### config.mk
export PLATFORM = sky130hd
export DESIGN_NAME = multicycle_ctrl
export DESIGN_NICKNAME = d
export VERILOG_FILES = /design/src/rtl/multicycle_ctrl.sv
export SDC_FILE = /design/constraint.sdc
export NUM_CORES = 1
export LEC_CHECK = 0
export CAP_MARGIN = 15
export CORE_MARGIN = 4
export CORE_UTILIZATION = 47
export DETAILED_ROUTE_END_ITERATION = 12
export PLACE_DENSITY = 0.77
export SYNTH_ARGS = -nofsm -noshare
export SYNTH_HDL_FRONTEND = slang
export SYNTH_SLANG_ARGS = --single-unit
export TNS_END_PERCENT = 30
### constraint.sdc
create_clock -name clk -period 2.1 [get_ports clk]
set_clock_uncertainty 0.15 [all_clocks]
set_input_delay 0.21 -clock clk [delete_from_list [all_inputs] [get_ports clk]]
set_output_delay 0.21 -clock clk [all_outputs]
set_load 0.1 [all_outputs]
### src/rtl/multicycle_ctrl.sv
// Multi-cycle RV64I sequencer: FETCH/DECODE/EXECUTE/MEM/WB with memory watchdog,
// sticky trap state and retired-instruction counter. All strobes are decoded combinationally.
module multicycle_ctrl #(
  parameter int MEM_TIMEOUT = 255,
  parameter int CNT_W       = 64
) (
  input  logic             clk,
  input  logic             rst_n,
  input  logic [6:0]       opcode,
  input  logic             branch_taken,
  input  logic             imem_ready,
  input  logic             dmem_ready,
  output logic             imem_req,
  output logic             dmem_req,
  output logic             dmem_we,
  output logic             ir_we,
  output logic             pc_we,
  output logic [1:0]       pc_sel,
  output logic             reg_we,
  output logic [1:0]       wb_sel,
  output logic             alu_src_imm,
  output logic [2:0]       imm_sel,
  output logic             halted,
  output logic [1:0]       trap_cause,
  output logic [CNT_W-1:0] instret
);

  typedef enum logic [2:0] {
    S_IDLE    = 3'd0,
    S_FETCH   = 3'd1,
    S_DECODE  = 3'd2,
    S_EXECUTE = 3'd3,
    S_MEM     = 3'd4,
    S_WB      = 3'd5,
    S_TRAP    = 3'd6
  } state_t;

  typedef enum logic [3:0] {
    CL_LOAD,
    CL_STORE,
    CL_BRANCH,
    CL_ALU_IMM,
    CL_UPPER,
    CL_JAL,
    CL_JALR,
    CL_OP,
    CL_ILLEGAL
  } cls_t;

  localparam logic [15:0] TIMEOUT = 16'(MEM_TIMEOUT);

  localparam logic [1:0] CAUSE_ILLEGAL = 2'd1;
  localparam logic [1:0] CAUSE_IMEM    = 2'd2;
  localparam logic [1:0] CAUSE_DMEM    = 2'd3;

  localparam logic [1:0] PC_PLUS4 = 2'd0;
  localparam logic [1:0] PC_IMM   = 2'd1;
  localparam logic [1:0] PC_ALU   = 2'd2;

  localparam logic [1:0] WB_ALU  = 2'd0;
  localparam logic [1:0] WB_MEM  = 2'd1;
  localparam logic [1:0] WB_LINK = 2'd2;

  localparam logic [2:0] IMM_I    = 3'd0;
  localparam logic [2:0] IMM_S    = 3'd1;
  localparam logic [2:0] IMM_B    = 3'd2;
  localparam logic [2:0] IMM_U    = 3'd3;
  localparam logic [2:0] IMM_J    = 3'd4;
  localparam logic [2:0] IMM_NONE = 3'd7;

  state_t           state_q, state_d;
  logic [15:0]      wait_q, wait_d;
  logic [1:0]       cause_q, cause_d;
  logic [CNT_W-1:0] instret_q;
  logic             retire;
  cls_t             cls;

  function automatic cls_t classify(input logic [6:0] op);
    case (op)
      7'b0000011:                         classify = CL_LOAD;
      7'b0100011:                         classify = CL_STORE;
      7'b1100011:                         classify = CL_BRANCH;
      7'b0010011, 7'b0011011:             classify = CL_ALU_IMM;
      7'b0110111, 7'b0010111:             classify = CL_UPPER;
      7'b1101111:                         classify = CL_JAL;
      7'b1100111:                         classify = CL_JALR;
      7'b0110011, 7'b0111011:             classify = CL_OP;
      default:                            classify = CL_ILLEGAL;
    endcase
  endfunction

  function automatic logic [2:0] imm_fmt(input cls_t c);
    case (c)
      CL_LOAD, CL_ALU_IMM, CL_JALR: imm_fmt = IMM_I;
      CL_STORE:                     imm_fmt = IMM_S;
      CL_BRANCH:                    imm_fmt = IMM_B;
      CL_UPPER:                     imm_fmt = IMM_U;
      CL_JAL:                       imm_fmt = IMM_J;
      default:                      imm_fmt = IMM_NONE;
    endcase
  endfunction

  assign cls = classify(opcode);

  // Next-state, watchdog and trap-cause logic
  always_comb begin
    state_d = state_q;
    wait_d  = wait_q;
    cause_d = cause_q;
    case (state_q)
      S_IDLE: begin
        state_d = S_FETCH;
        wait_d  = '0;
      end
      S_FETCH: begin
        if (imem_ready) begin
          state_d = S_DECODE;
        end else if (wait_q == TIMEOUT) begin
          state_d = S_TRAP;
          cause_d = CAUSE_IMEM;
        end else begin
          wait_d = wait_q + 16'd1;
        end
      end
      S_DECODE: begin
        if (cls == CL_ILLEGAL) begin
          state_d = S_TRAP;
          cause_d = CAUSE_ILLEGAL;
        end else begin
          state_d = S_EXECUTE;
        end
      end
      S_EXECUTE: begin
        case (cls)
          CL_BRANCH: begin
            state_d = S_FETCH;
            wait_d  = '0;
          end
          CL_LOAD, CL_STORE: begin
            state_d = S_MEM;
            wait_d  = '0;
          end
          default: state_d = S_WB;
        endcase
      end
      S_MEM: begin
        if (dmem_ready) begin
          if (cls == CL_STORE) begin
            state_d = S_FETCH;
            wait_d  = '0;
          end else begin
            state_d = S_WB;
          end
        end else if (wait_q == TIMEOUT) begin
          state_d = S_TRAP;
          cause_d = CAUSE_DMEM;
        end else begin
          wait_d = wait_q + 16'd1;
        end
      end
      S_WB: begin
        state_d = S_FETCH;
        wait_d  = '0;
      end
      S_TRAP:  state_d = S_TRAP;
      default: state_d = S_IDLE;
    endcase
  end

  always_ff @(posedge clk or negedge rst_n) begin
    if (!rst_n) begin
      state_q   <= S_IDLE;
      wait_q    <= '0;
      cause_q   <= '0;
      instret_q <= '0;
    end else begin
      state_q <= state_d;
      wait_q  <= wait_d;
      cause_q <= cause_d;
      if (retire) begin
        instret_q <= instret_q + CNT_W'(1);
      end
    end
  end

  // Datapath strobes and selects, decoded straight from state, opcode and ready inputs
  always_comb begin
    imem_req    = 1'b0;
    dmem_req    = 1'b0;
    dmem_we     = 1'b0;
    ir_we       = 1'b0;
    pc_we       = 1'b0;
    pc_sel      = PC_PLUS4;
    reg_we      = 1'b0;
    wb_sel      = WB_ALU;
    alu_src_imm = 1'b0;
    imm_sel     = IMM_NONE;
    retire      = 1'b0;

    if (state_q == S_DECODE || state_q == S_EXECUTE ||
        state_q == S_MEM    || state_q == S_WB) begin
      imm_sel = imm_fmt(cls);
    end
    if (state_q == S_EXECUTE || state_q == S_MEM || state_q == S_WB) begin
      alu_src_imm = !(cls == CL_OP || cls == CL_BRANCH || cls == CL_ILLEGAL);
    end

    case (state_q)
      S_FETCH: begin
        imem_req = 1'b1;
        ir_we    = imem_ready;
      end
      S_EXECUTE: begin
        if (cls == CL_BRANCH) begin
          pc_we  = 1'b1;
          pc_sel = branch_taken ? PC_IMM : PC_PLUS4;
          retire = 1'b1;
        end
      end
      S_MEM: begin
        dmem_req = 1'b1;
        dmem_we  = (cls == CL_STORE);
        if (dmem_ready && cls == CL_STORE) begin
          pc_we  = 1'b1;
          retire = 1'b1;
        end
      end
      S_WB: begin
        reg_we = 1'b1;
        pc_we  = 1'b1;
        retire = 1'b1;
        case (cls)
          CL_JAL: begin
            wb_sel = WB_LINK;
            pc_sel = PC_IMM;
          end
          CL_JALR: begin
            wb_sel = WB_LINK;
            pc_sel = PC_ALU;
          end
          CL_LOAD: wb_sel = WB_MEM;
          default: wb_sel = WB_ALU;
        endcase
      end
      default: ;
    endcase
  end

  assign halted     = (state_q == S_TRAP);
  assign trap_cause = cause_q;
  assign instret    = instret_q;

endmodule
== Word-level counts from Yosys, hierarchy flattened ==
Index checks and enable logic that the tools add are counted.

* Flip-flop bits (word level): 85
* Input bits: 12
* Logic and storage cells: 99

* Add/subtract/negate cells: 2
* Equal/unequal tests: 33
* Multiplexer cells: 37
* Reduce and logical (&&, ||, !) cells: 23

{| class="wikitable"
|+ Operator list
! operator !! count
|-
| $mux 16 || 5
|-
| $add 64x1->64 const B || 1
|-
| $pmux 16 s4 || 1
|-
| $pmux 4 s8 || 1
|-
| $eq 7x6->1 const B || 4
|-
| $eq 7x5->1 const B || 3
|-
| $eq 7x7->1 const B || 3
|-
| $mux 3 || 6
|-
| $pmux 3 s6 || 1
|-
| $add 16x1->16 const B || 1
|-
| $eq 16x8->1 const B || 1
|-
| $eq 4x3->1 const B || 4
|-
| $pmux 3 s5 || 1
|-
| $mux 2 || 6
|-
| $ne 2x2->1 const B || 6
|-
| $pmux 2 s2 || 3
|-
| $reduce_or 2->1 || 6
|-
| $mux 1 || 10
|-
| $eq 3x3->1 const B || 3
|-
| $eq 4x2->1 const B || 2
|-
| $eq 7x2->1 const B || 1
|-
| $logic_or 1x1->1 || 7
|-
| $eq 3x2->1 const B || 2
|-
| $pmux 2 s3 || 1
|-
| 15 further kinds || 16
|}

== Longest topological paths before layout ==
* Depth in word-level cells: 8
* Gate-level depth with buffers: 8
* Depth with buffers taken out: 6

== Worst setup path before layout ==
No wires, ideal clock.

* Kind: register to register
* From: register state_q[2]
* To: register wait_q[2]
* Library setup time: 0.066 ns
* Arrival time: 4.180 ns
* Required time: 1.884 ns
* Setup slack: -2.296 ns
* Stages on the path, launching flop included: 7
* Buffers on the path: 1
* Path through: dfrtp_1 buf_2 nor3b_1 a211oi_1 and4_1 or4_1 nand2_1

* Word-level cells in the longest chain between the ends: 4
* Elaborated cells between the ends (all ways): 12
* Classes of those cells: eq/ne: 7; mux: 1; reduce/logical: 4

{| class="wikitable"
|+ RTL lines
! item !! line !! text
|-
| start, declared || 71 || <nowiki>state_t state_q, state_d;</nowiki>
|-
| start signal, assigned || 177 || <nowiki>state_q <= state_d;</nowiki>
|-
| $eq 3x3->1 / $logic_not 3->1 (equally long branches) || 110 || <nowiki>case (state_q)</nowiki>
|-
| $reduce_or 2->1 (no line) || n/a ||
|-
| $reduce_bool 4->1 (no line) || n/a ||
|-
| $reduce_and 4->1 (no line) || n/a ||
|-
| end signal, assigned || 178 || <nowiki>wait_q <= wait_d;</nowiki>
|-
| end, declared || 72 || <nowiki>logic [15:0] wait_q, wait_d;</nowiki>
|}

Parallel ways exist; a longest one is shown, timed or not.
A chain may end at the register's enable or synchronous reset.

== Worst setup path after layout ==
* From: register state_q[2]
* To: register wait_q[13]

Same word-level chain as after synthesis.

==> metrics.cfg <==
[yosys]
synth_mux_area_share_pct = 0.448
ys_ff_latch = 85
synth_area_um2 = 4750
yosys.area_share.adder_pct = 0.527
synth_compound_area_share_pct = 9.86
synth_most_common_cell = dfrtp_1
synth_nets = 502
synth_top_family_by_area = simple AND/OR/NAND/NOR gates
synth_top_area_share_pct = 44.8
synthSimpleGateAreaFrac_pct = 29.4
synth_flop_cell = dfrtp_1
yosysWarnings = 0
yosysSeqAreaShare_pct = 44.8
synth_top_area_cell = dfrtp_1
ys_async_sr_fraction_pct = 100
ys_top_cells_by_count = dfrtp_1 (85), nand2_1 (40), xnor2_1 (37)
avgSynthCellArea_um2 = 9.73
synth.distinct_cells = 68
synth_xor_area_share_pct = 12.2
netlist_instances = 488
synth_area_leaders = dfrtp_1 (45%), xnor2_1 (6.8%), xor2_1 (5.4%)
synth_edf_count = 0

[drt]
wirelength_mm = 16.5
drtIter0Drc = 371
viasPerCell = 5.91
dr_total_vias = 5060
drc_errors = 0
wire_per_inst_um = 19.3
antenna_left = 0
drtPass1Iterations = 5

[global_routing]
grt_pass1_wl_mm = 25.1
grt_pass1_vias = 5201
antenna_found_initial = 0
grt-ovfl-total = 0
grt_use_total_pct = 26.9
grt_max_degree = 42

[die]
die_w_um = 108
initial_core_util_pct = 48.3
core_area_um2 = 9820
dieHeight_um = 108
ios = 93
dieArea_um2 = 11800
rows = 36

[timing]
worst_slack_ps = -490
grt_setup_unrepaired = true
holdWs_ps = 231
tightest_slew_ps = 582
maxSlewHeadroom_pct = 60.9
drv_slew = 0
period_share_pct = 123
hold_viol = 0
fmaxAchievable_mhz = 386
setup_viol = 91
setup_tns_ps = -16230
finalCriticalPeriod_ps = 2590

[critical_path]
path_buf_inv = 2
crit_family = simple AND/OR/NAND/NOR gates
startpoint_type = register
crit_fanout = 5
critPathSlowestCell = o32ai_4
worst_setup_path_end_kind = register
slowest_delay_ps = 490
worstSetupPathType = reg -> reg
path_cells = nand3b_1 > o32ai_4 > nand4_1 > buf_6 > buf_4 > or3_1 > a21oi_1
worstPathArrival_ps = 2710
critPathRequiredTime_ps = 2220

[clock_tree]
clock-root-buffer = clkbuf_8
cts.htree.levels = 3
cts_tree = built
clk_pin_slew_ps = 90
cts_made_buffers = 9
cts_sinks = 85
cts_max_path_buffers = 2
worstSkewPairLatency_ps = 360

[final_layout]
nets = 732
diodes = 0
final_layout_size_suffix_gt1_share_pct = 51.0
nFillCells = 599
fin_cells = 856
area_growth_pct = 63.2

[power_and_ir_drop]
swShare_pct = 42.6
peakVddDrop_uv = 744
p_leak_nw = 3.58
power_frac_comb_pct = 53.2
seqPwrFrac_pct = 28.1
power_density_nw_per_um2 = 867
pwr-share-clk_pct = 18.7
power.total_mw = 6.71
p_switching_mw = 2.86
intPower_mw = 3.85

[status]
violations = negative setup slack
status = complete, but fails checks

[place]
dp_cells = 817
place_congestion = 0.940
dpl.hpwl_mm = 10.5
portBuffers = 92

[flow_run]
maxCapViolations = 0

[min_path]
min_path_type = in -> async

routing by layer:
| metal | part of all wire (%) | track usage (%) |
|---|---|---|
| met1 | 40 | 34.9 |
| met5 | 0 | 0 |
| met2 | 51 | 45.6 |
| met4 | 2.9 | 9.47 |
| met3 | 5.9 | 4.24 |
worst reg2reg max path: cells and delay by family, from the launching register on:
family	cells	cell delay, ps
simple gates	3	880
compound gates	2	710
flops	1	440
buf+inv	2	330
sequential cells by signal, indices dropped and copies added (netlist names):
register / flops
trap_cause: 2
state_q: 3
wait_q: 16
instret: 64
final cells by class:
type	instances	area, um2	area share, %
repair buffers	236	2100	27.1
clock buffers	12	155	2.00
clock inverters	4	52.6	0.678
flip-flops and latches	85	2220	28.6
multi-input cells	374	3010	38.8
well taps	133	166	2.15
inverters	12	48.8	0.630
worst paths after layout:
path / end / cells after the start / slack (ps) / startpoint
worst max-delay path: wait_q[13] / 7 / -490 / state_q[2]
min in group clk: instret[63] / 1 / 330 / instret[63]
worst max register to register: wait_q[13] / 7 / -490 / state_q[2]
worst min-delay path: wait_q[3] / 2 / 230 / rst_n
max in group asynchronous: instret[63] / 3 / 1030 / rst_n
worst min register to register: instret[63] / 1 / 330 / instret[63]
metrics by stage:
step	instance area [um2]	setup slack, ps	utilization, %
6_report	7750	-490	78.9
3_5_place_dp	6870	-606	70.0
4_1_cts	7450	-247	75.9
5_1_grt	7750	-516	78.9
2_1_floorplan	4970	-473	-
3_3_place_gp	6870	-544	70.0
cells in the final DEF (no fill, tap or decap), types with 5 or more instances in the layout:
cell type        n
and2_1           5
xor2_1          28
and4_1           6
and3_1          12
o21ai_0          5
nand2_1         39
a21oi_2          5
dlygate4sd2_1    5
dfrtp_2         23
dfrtp_4         16
dfrtp_1         46
o21ai_1          8
nor3_1           7
nand3_1         27
inv_1           10
nand4_1         35
nor4_4           5
or4_4            7
xnor2_1         35
or3_1            5
a21oi_1          5
buf_4          190
nor2_1          22
clkbuf_8        11
buf_6           15
buf_12          20
nor3_2           5
logic make-up after synthesis:
| group | Yosys count |
|---|---|
| AND/OR/NAND/NOR | 238 |
| flip-flops | 85 |
| XOR/XNOR | 66 |
| AO/OA/AOI/OAI | 65 |
| buffers and inverters | 30 |
| multiplexers | 2 |
| adder cells (fa/ha/maj) | 2 |
power by group through the flow:
stage / clock (mW) / combinational, mW / sequential [mW]
after floorplan: 0 / 1.24 / 2.40
after global placement: 0 / 2.77 / 1.90
after detailed placement: 0 / 2.84 / 1.91
after CTS: 1.25 / 3.14 / 1.88
after global routing: 1.33 / 3.72 / 1.90
final: 1.26 / 3.57 / 1.89
what timing repair did:
action,4_1_cts,5_1_grt
hold buffers,1,0
setup endpoints to repair,90,93
pin swaps,36,23
endpoints found under the hold margin,39,0
gates cloned,0,1
resized for setup,63,48
setup buffers,11,11
(Power assumes the default switching activity.)
